`config.mk`:
```
export PLATFORM = sky130hd
export DESIGN_NAME = decode_flat
export DESIGN_NICKNAME = d
export VERILOG_FILES = /design/src/rtl/decode_if.sv /design/src/rtl/decode.sv /design/src/flat_wrapper.sv
export SDC_FILE = /design/constraint.sdc
export NUM_CORES = 1
export LEC_CHECK = 0
export ABC_AREA = 1
export ABC_CLOCK_PERIOD_IN_PS = 6500
export CAP_MARGIN = 20
export CORE_ASPECT_RATIO = 0.9
export CORE_MARGIN = 1.5
export CORE_UTILIZATION = 49
export DETAILED_ROUTE_END_ITERATION = 12
export PLACE_DENSITY_LB_ADDON = 0.25
export REMOVE_ABC_BUFFERS = 1
export SLEW_MARGIN = 25
export SYNTH_ARGS = -nofsm -noshare
export SYNTH_HDL_FRONTEND = slang
export SYNTH_SLANG_ARGS = --single-unit
```
`constraint.sdc`:
```
create_clock -name clk -period 6.5 [get_ports clk]
set_input_delay 1.3 -clock clk [delete_from_list [all_inputs] [get_ports clk]]
set_output_delay 1.3 -clock clk [all_outputs]
set_load 0.01 [all_outputs]
```
`src/rtl/decode_if.sv`:
```
// Shared instruction type plus the fetch->decode and decode->rename handshake bundles.
// The sim_id field rides along with the encoding purely for debug/trace correlation.
package decode_pkg;
    typedef struct packed {
        logic [31:0] bits;
        logic [15:0] sim_id;
    } t_rv_instr;
endpackage

interface fe_de_if;
    logic                  fe_valid_de0;
    decode_pkg::t_rv_instr instr_de0;
    logic                  stall_fe;

    modport master (output fe_valid_de0, output instr_de0, input stall_fe);
    modport slave  (input fe_valid_de0, input instr_de0, output stall_fe);
endinterface

interface de_rn_if;
    logic                  de_valid_rn;
    logic                  rn_stall;
    decode_pkg::t_rv_instr instr_rn;
    logic [4:0]            rd_rn;
    logic [4:0]            rs1_rn;
    logic [4:0]            rs2_rn;
    logic [31:0]           imm_rn;
    logic                  use_imm_rn;
    logic [3:0]            alu_op_rn;
    logic                  illegal_rn;

    modport master (output de_valid_rn, input rn_stall, output instr_rn, output rd_rn,
                    output rs1_rn, output rs2_rn, output imm_rn, output use_imm_rn,
                    output alu_op_rn, output illegal_rn);
    modport slave  (input de_valid_rn, output rn_stall, input instr_rn, input rd_rn,
                    input rs1_rn, input rs2_rn, input imm_rn, input use_imm_rn,
                    input alu_op_rn, input illegal_rn);
endinterface

```
`src/rtl/decode.sv`:
```
// First decode stage: DEPTH-entry instruction buffer feeding a registered RV32I
// (OP / OP-IMM / LUI) decoder with valid/stall flow control to rename.
module decode #(
    parameter int DEPTH = 4
) (
    input  logic    clk,
    input  logic    reset_n,
    input  logic    flush,
    fe_de_if.slave  fe,
    de_rn_if.master rn
);
    import decode_pkg::*;

    localparam int          AW   = $clog2(DEPTH);
    localparam logic [AW:0] FULL = (AW+1)'(DEPTH);

    localparam logic [6:0] OPC_OP    = 7'b0110011;
    localparam logic [6:0] OPC_OPIMM = 7'b0010011;
    localparam logic [6:0] OPC_LUI   = 7'b0110111;

    t_rv_instr     buf_q [DEPTH];
    logic [AW-1:0] wr_ptr_q;
    logic [AW-1:0] rd_ptr_q;
    logic [AW:0]   count_q;

    logic          stall;
    logic          accept;
    logic          load;
    logic          pop;

    t_rv_instr     head;
    logic [31:0]   ins;
    logic [4:0]    d_rd;
    logic [4:0]    d_rs1;
    logic [4:0]    d_rs2;
    logic [31:0]   d_imm;
    logic          d_use_imm;
    logic [3:0]    d_alu;
    logic          d_ill;

    logic          de_valid_q;
    t_rv_instr     instr_q;
    logic [4:0]    rd_q;
    logic [4:0]    rs1_q;
    logic [4:0]    rs2_q;
    logic [31:0]   imm_q;
    logic          use_imm_q;
    logic [3:0]    alu_q;
    logic          ill_q;

    // stall depends only on occupancy, so rn_stall never reaches fetch combinationally
    assign stall  = (count_q == FULL) && !flush;
    assign accept = fe.fe_valid_de0 && !stall && !flush;
    assign load   = !de_valid_q || !rn.rn_stall;
    assign pop    = load && (count_q != '0) && !flush;

    always_ff @(posedge clk) begin
        if (accept) begin
            buf_q[wr_ptr_q] <= fe.instr_de0;
        end
    end

    always_ff @(posedge clk or negedge reset_n) begin
        if (!reset_n) begin
            wr_ptr_q <= '0;
            rd_ptr_q <= '0;
            count_q  <= '0;
        end else if (flush) begin
            wr_ptr_q <= '0;
            rd_ptr_q <= '0;
            count_q  <= '0;
        end else begin
            if (accept) begin
                wr_ptr_q <= wr_ptr_q + AW'(1);
            end
            if (pop) begin
                rd_ptr_q <= rd_ptr_q + AW'(1);
            end
            case ({accept, pop})
                2'b10:   count_q <= count_q + (AW+1)'(1);
                2'b01:   count_q <= count_q - (AW+1)'(1);
                default: count_q <= count_q;
            endcase
        end
    end

    assign head = buf_q[rd_ptr_q];
    assign ins  = head.bits;

    always_comb begin
        d_rd      = '0;
        d_rs1     = '0;
        d_rs2     = '0;
        d_imm     = '0;
        d_use_imm = 1'b0;
        d_alu     = '0;
        d_ill     = 1'b1;
        case (ins[6:0])
            OPC_OP: begin
                if ((ins[31:25] == 7'b0000000) ||
                    ((ins[31:25] == 7'b0100000) && ((ins[14:12] == 3'b000) || (ins[14:12] == 3'b101)))) begin
                    d_rd  = ins[11:7];
                    d_rs1 = ins[19:15];
                    d_rs2 = ins[24:20];
                    d_alu = {ins[30], ins[14:12]};
                    d_ill = 1'b0;
                end
            end
            OPC_OPIMM: begin
                // funct3 001/101 are the shifts: 5-bit shamt, funct7 carries the SRAI select
                if (ins[13:12] == 2'b01) begin
                    if ((ins[31:25] == 7'b0000000) || ((ins[31:25] == 7'b0100000) && ins[14])) begin
                        d_rd      = ins[11:7];
                        d_rs1     = ins[19:15];
                        d_imm     = {27'b0, ins[24:20]};
                        d_use_imm = 1'b1;
                        d_alu     = {ins[30], ins[14:12]};
                        d_ill     = 1'b0;
                    end
                end else begin
                    d_rd      = ins[11:7];
                    d_rs1     = ins[19:15];
                    d_imm     = {{20{ins[31]}}, ins[31:20]};
                    d_use_imm = 1'b1;
                    d_alu     = {1'b0, ins[14:12]};
                    d_ill     = 1'b0;
                end
            end
            OPC_LUI: begin
                d_rd      = ins[11:7];
                d_imm     = {ins[31:12], 12'b0};
                d_use_imm = 1'b1;
                d_ill     = 1'b0;
            end
            default: begin
            end
        endcase
    end

    always_ff @(posedge clk or negedge reset_n) begin
        if (!reset_n) begin
            de_valid_q <= 1'b0;
            instr_q    <= '0;
            rd_q       <= '0;
            rs1_q      <= '0;
            rs2_q      <= '0;
            imm_q      <= '0;
            use_imm_q  <= 1'b0;
            alu_q      <= '0;
            ill_q      <= 1'b0;
        end else if (flush) begin
            de_valid_q <= 1'b0;
        end else if (load) begin
            de_valid_q <= (count_q != '0);
            if (count_q != '0) begin
                instr_q   <= head;
                rd_q      <= d_rd;
                rs1_q     <= d_rs1;
                rs2_q     <= d_rs2;
                imm_q     <= d_imm;
                use_imm_q <= d_use_imm;
                alu_q     <= d_alu;
                ill_q     <= d_ill;
            end
        end
    end

    assign fe.stall_fe     = stall;
    assign rn.de_valid_rn  = de_valid_q;
    assign rn.instr_rn     = instr_q;
    assign rn.rd_rn        = rd_q;
    assign rn.rs1_rn       = rs1_q;
    assign rn.rs2_rn       = rs2_q;
    assign rn.imm_rn       = imm_q;
    assign rn.use_imm_rn   = use_imm_q;
    assign rn.alu_op_rn    = alu_q;
    assign rn.illegal_rn   = ill_q;

endmodule

```
`src/flat_wrapper.sv`:
```
// flat-port wrapper written by rule: the top's interface ports become plain ports
module decode_flat import decode_pkg::*;
#(
    parameter int DEPTH = 4
)
  (clk, reset_n, flush, fe_fe_valid_de0, fe_instr_de0, fe_stall_fe, rn_de_valid_rn, rn_rn_stall, rn_instr_rn, rn_rd_rn, rn_rs1_rn, rn_rs2_rn, rn_imm_rn, rn_use_imm_rn, rn_alu_op_rn, rn_illegal_rn);
  fe_de_if fe_i ();
  de_rn_if rn_i ();
  input  logic clk;
  input  logic reset_n;
  input  logic flush;
  input wire logic [$bits(fe_i.fe_valid_de0)-1:0] fe_fe_valid_de0;
  input wire logic [$bits(fe_i.instr_de0)-1:0] fe_instr_de0;
  output wire logic [$bits(fe_i.stall_fe)-1:0] fe_stall_fe;
  output wire logic [$bits(rn_i.de_valid_rn)-1:0] rn_de_valid_rn;
  input wire logic [$bits(rn_i.rn_stall)-1:0] rn_rn_stall;
  output wire logic [$bits(rn_i.instr_rn)-1:0] rn_instr_rn;
  output wire logic [$bits(rn_i.rd_rn)-1:0] rn_rd_rn;
  output wire logic [$bits(rn_i.rs1_rn)-1:0] rn_rs1_rn;
  output wire logic [$bits(rn_i.rs2_rn)-1:0] rn_rs2_rn;
  output wire logic [$bits(rn_i.imm_rn)-1:0] rn_imm_rn;
  output wire logic [$bits(rn_i.use_imm_rn)-1:0] rn_use_imm_rn;
  output wire logic [$bits(rn_i.alu_op_rn)-1:0] rn_alu_op_rn;
  output wire logic [$bits(rn_i.illegal_rn)-1:0] rn_illegal_rn;
  assign fe_i.fe_valid_de0 = fe_fe_valid_de0;
  assign fe_i.instr_de0 = fe_instr_de0;
  assign fe_stall_fe = fe_i.stall_fe;
  assign rn_de_valid_rn = rn_i.de_valid_rn;
  assign rn_i.rn_stall = rn_rn_stall;
  assign rn_instr_rn = rn_i.instr_rn;
  assign rn_rd_rn = rn_i.rd_rn;
  assign rn_rs1_rn = rn_i.rs1_rn;
  assign rn_rs2_rn = rn_i.rs2_rn;
  assign rn_imm_rn = rn_i.imm_rn;
  assign rn_use_imm_rn = rn_i.use_imm_rn;
  assign rn_alu_op_rn = rn_i.alu_op_rn;
  assign rn_illegal_rn = rn_i.illegal_rn;
  decode #(.DEPTH(DEPTH)) u_core (.clk(clk), .reset_n(reset_n), .flush(flush), .fe(fe_i), .rn(rn_i));
endmodule
```
==> run summary <==
Final min period - 3.90 ns
Worst-Margin Slew - 0.948 ns
DP Worst Slack - 2.19 ns
Final period util - 59.9%
R2R Path End - u_core.rn.imm_rn[31]
Total Nets Final - 1229
CP cell instances - clkdlybuf4s50_1 > nor2_1 > clkdlybuf4s50_1
first-pass GRT wire length - 41.0 mm
grt ovf - 0
Critical Path AT - 2.60 ns
worst-case vdd ir drop - 0.220 mV
Synth Area in Compound Gates - 7.70%
Hold Fails Final Rpt - 0
Core ar. - 23600 sq um
antenna-violating nets left - 0
reg2reg start - u_core.rd_ptr_q[1]
HPWL after detailed placement - 15.8 mm
RSZ-0062 raised after global routing - false
count of final setup violators - 0
Reg2Reg Setup Slack - 3.24 ns
Post-Synth XOR/XNOR Area - 0.147%
Clock Tree Root - clkbuf_16
largest net degree at the start of global routing - 101
Post-synth EDFFs - 192
Clock Tree Buf Depth - 3
slowest stage delay, CP - 0.55 ns
total wire length - 26.3 mm
port buffer count - 155
syn avg cell area - 11.6 sq um
Max Clock Freq - 0.257 GHz
Hold WC Path Type - flip-flop to flip-flop
ys flop type - edfxtp_1
Post-CTS Resized - 0
setup ws final - 2.60 ns
Die Y-Extent - 151 microns
crit start category - input port
cell area after synthesis - 11900 sq um
Worst-Skew Late Latency - 0.54 ns
total of warnings raised by yosys - 0
max-cap violations - 0
CTS Sinks - 301
CP Data Required Time - 5.20 ns
clock skew - 0.00537 ns
setup TNS - 0 ns
hold-critical path depth - 2
Distinct cells, synth - 33
Via density - 5.27
Initial DRC Count - 627
Core Rows - 53
die width - 167 microns
mux share of post-synthesis cell area - 0%
status - completed
R2R depth - 10
via count - 7887
adder-cell share of the synthesized area - 0.590%
I/O Pins - 156
Worst-path clk slew - 0.06 ns
drt first pass iters - 5
gp weighted congestion - 0.763
htree depth - 1
Synth Area in Simple Gates - 16.4%
area delta synth->final - 22.9%
ys async rst share - 36.2%
postcts setup bufs - 0
most used cell along the critical path - clkdlybuf4s50_1
post-synthesis sequential area ratio - 71.5%
Num CTS Buffers - 29
total track usage - 20.9%
Remaining DRCs - 0
antenna violations before repair - 3
worst setup path class - input port to primary output
# hold bufs at CTS - 0
Seq cells post-synth - 301
hold path startpoint - u_core.rn.instr_rn[33]
die area - 25200 sq um
Worst path slowest cell - clkdlybuf4s50_1
leak pwr - 0.00594 uW
nature of the critical path endpoint - primary output
Starting Density - 50.3%
ratio of cells with drive above 1 in the final layout - 8.29%
largest family of logic cells by synthesized area - simple AND/OR/NAND/NOR gates
vias in the first global route - 7684
Worst Hold Path EP - u_core.rn.instr_rn[33]
CTS tree - built
max-slew violations - 0
DR WL/cell - 17.5 microns
cells after synthesis - 1025
Worst slew margin - 36.7%
power density cells - 380 nW/um^2
CP max FO - 6
-- worst max-delay path by stage --
stage,startpoint,end,slack (ns),cells after the start
detailed placement,flush,u_core.buf_q[3][33],2.19,6
global placement,flush,u_core.buf_q[3][31],2.25,6
global route,flush,fe_stall_fe,2.55,3
floorplan,rn_rn_stall,u_core.rn.imm_rn[31],1.40,7
finish,flush,fe_stall_fe,2.60,3
CTS,flush,fe_stall_fe,2.60,3
-- synthesized netlist by cell type, types with 2 or more instances --
master,count,area (sq um)
buf_2,21,105
o22ai_1,31,194
a21oi_1,2,10.0
o21ai_0,84,420
nand3_2,2,20.0
dfrtp_1,109,2730
nor2_2,2,12.5
nand4_1,6,37.5
nand3_1,39,195
o211ai_1,2,15.0
nor2_1,88,330
ha_1,4,50.1
o211ai_2,19,238
edfxtp_1,192,5770
clkbuf_1,18,67.6
nand2_4,2,22.5
inv_2,7,26.3
nand2_1,337,1260
o21ai_1,5,25.0
inv_1,28,105
buf_6,8,90.1
nand2_2,6,37.5
buf_4,3,22.5
-- layer usage --
metal | track usage (%) | share of wire, %
met5 | 0 | 0.091
met4 | 4.64 | 1.7
met3 | 3.50 | 6.0
met2 | 34.9 | 47
met1 | 28.9 | 45
-- sequential cells by signal, summed over array words and instances (netlist names) --
name,count
u_core.buf_q,192
u_core.count_q,3
u_core.rd_ptr_q,2
u_core.rn.alu_op_rn,4
u_core.rn.de_valid_rn,1
u_core.rn.illegal_rn,1
u_core.rn.imm_rn,32
u_core.rn.instr_rn,48
u_core.rn.rd_rn,5
u_core.rn.rs1_rn,5
u_core.rn.rs2_rn,5
u_core.rn.use_imm_rn,1
u_core.wr_ptr_q,2
-- critical path, delay by kind of cell --
kind          cells  cell delay (ns)
buf+inv           2             1.10
simple gates      1             0.19
-- per-stage QoR --
step | util (%) | power (uW) | hold WS, ns | instance area (sq um) | instances
3_5_place_dp | 57.7 | 3960 | 0.460 | 13600 | 1440
4_1_cts | 61.6 | 5580 | 0.472 | 14500 | 1494
2_1_floorplan | - | 3260 | 0.492 | 11600 | 974
6_report | 61.9 | 5540 | 0.469 | 14600 | 1497
3_3_place_gp | 57.7 | 3930 | 0.455 | 13600 | 1440
5_1_grt | 61.8 | 5840 | 0.497 | 14600 | 1496
-- final cells by class --
type / count / area, sq um
Fill cell: 1838 / 9010
Antenna cell: 1 / 2.50
Tap cell: 302 / 378
Clock inverter: 14 / 119
Inverter: 36 / 145
Sequential cell: 301 / 8500
Clock buffer: 40 / 797
Timing Repair Buffer: 166 / 1670
Multi-Input combinational cell: 637 / 2990
-- logic make-up after synthesis --
kind of cell / Yosys count
simple gates: 486
flops: 301
compound gates: 144
buf+inv: 87
fa+ha+maj: 5
xor+xnor: 2
-- cell usage in the layout, fill, tap and decap left out, types with 3 or more instances in the layout --
| cell type | count |
|---|---|
| clkinv_1 | 8 |
| o21ai_0 | 84 |
| o22ai_1 | 31 |
| nand3_1 | 39 |
| nor2_4 | 6 |
| dfrtp_1 | 107 |
| inv_2 | 6 |
| clkdlybuf4s50_1 | 154 |
| nand2_2 | 6 |
| ha_1 | 4 |
| clkbuf_8 | 3 |
| nor2_1 | 83 |
| buf_4 | 10 |
| inv_1 | 28 |
| o211ai_2 | 19 |
| clkbuf_1 | 8 |
| clkbuf_16 | 29 |
| nand4_1 | 6 |
| edfxtp_1 | 192 |
| o21ai_1 | 5 |
| nand2_1 | 337 |
-- power by group --
| group | internal (uW) | switching (uW) |
|---|---|---|
| Combinational | 592 | 938 |
| Clock | 932 | 682 |
| Sequential | 2270 | 130 |
No activity file was read; power rests on OpenSTA's default activity.
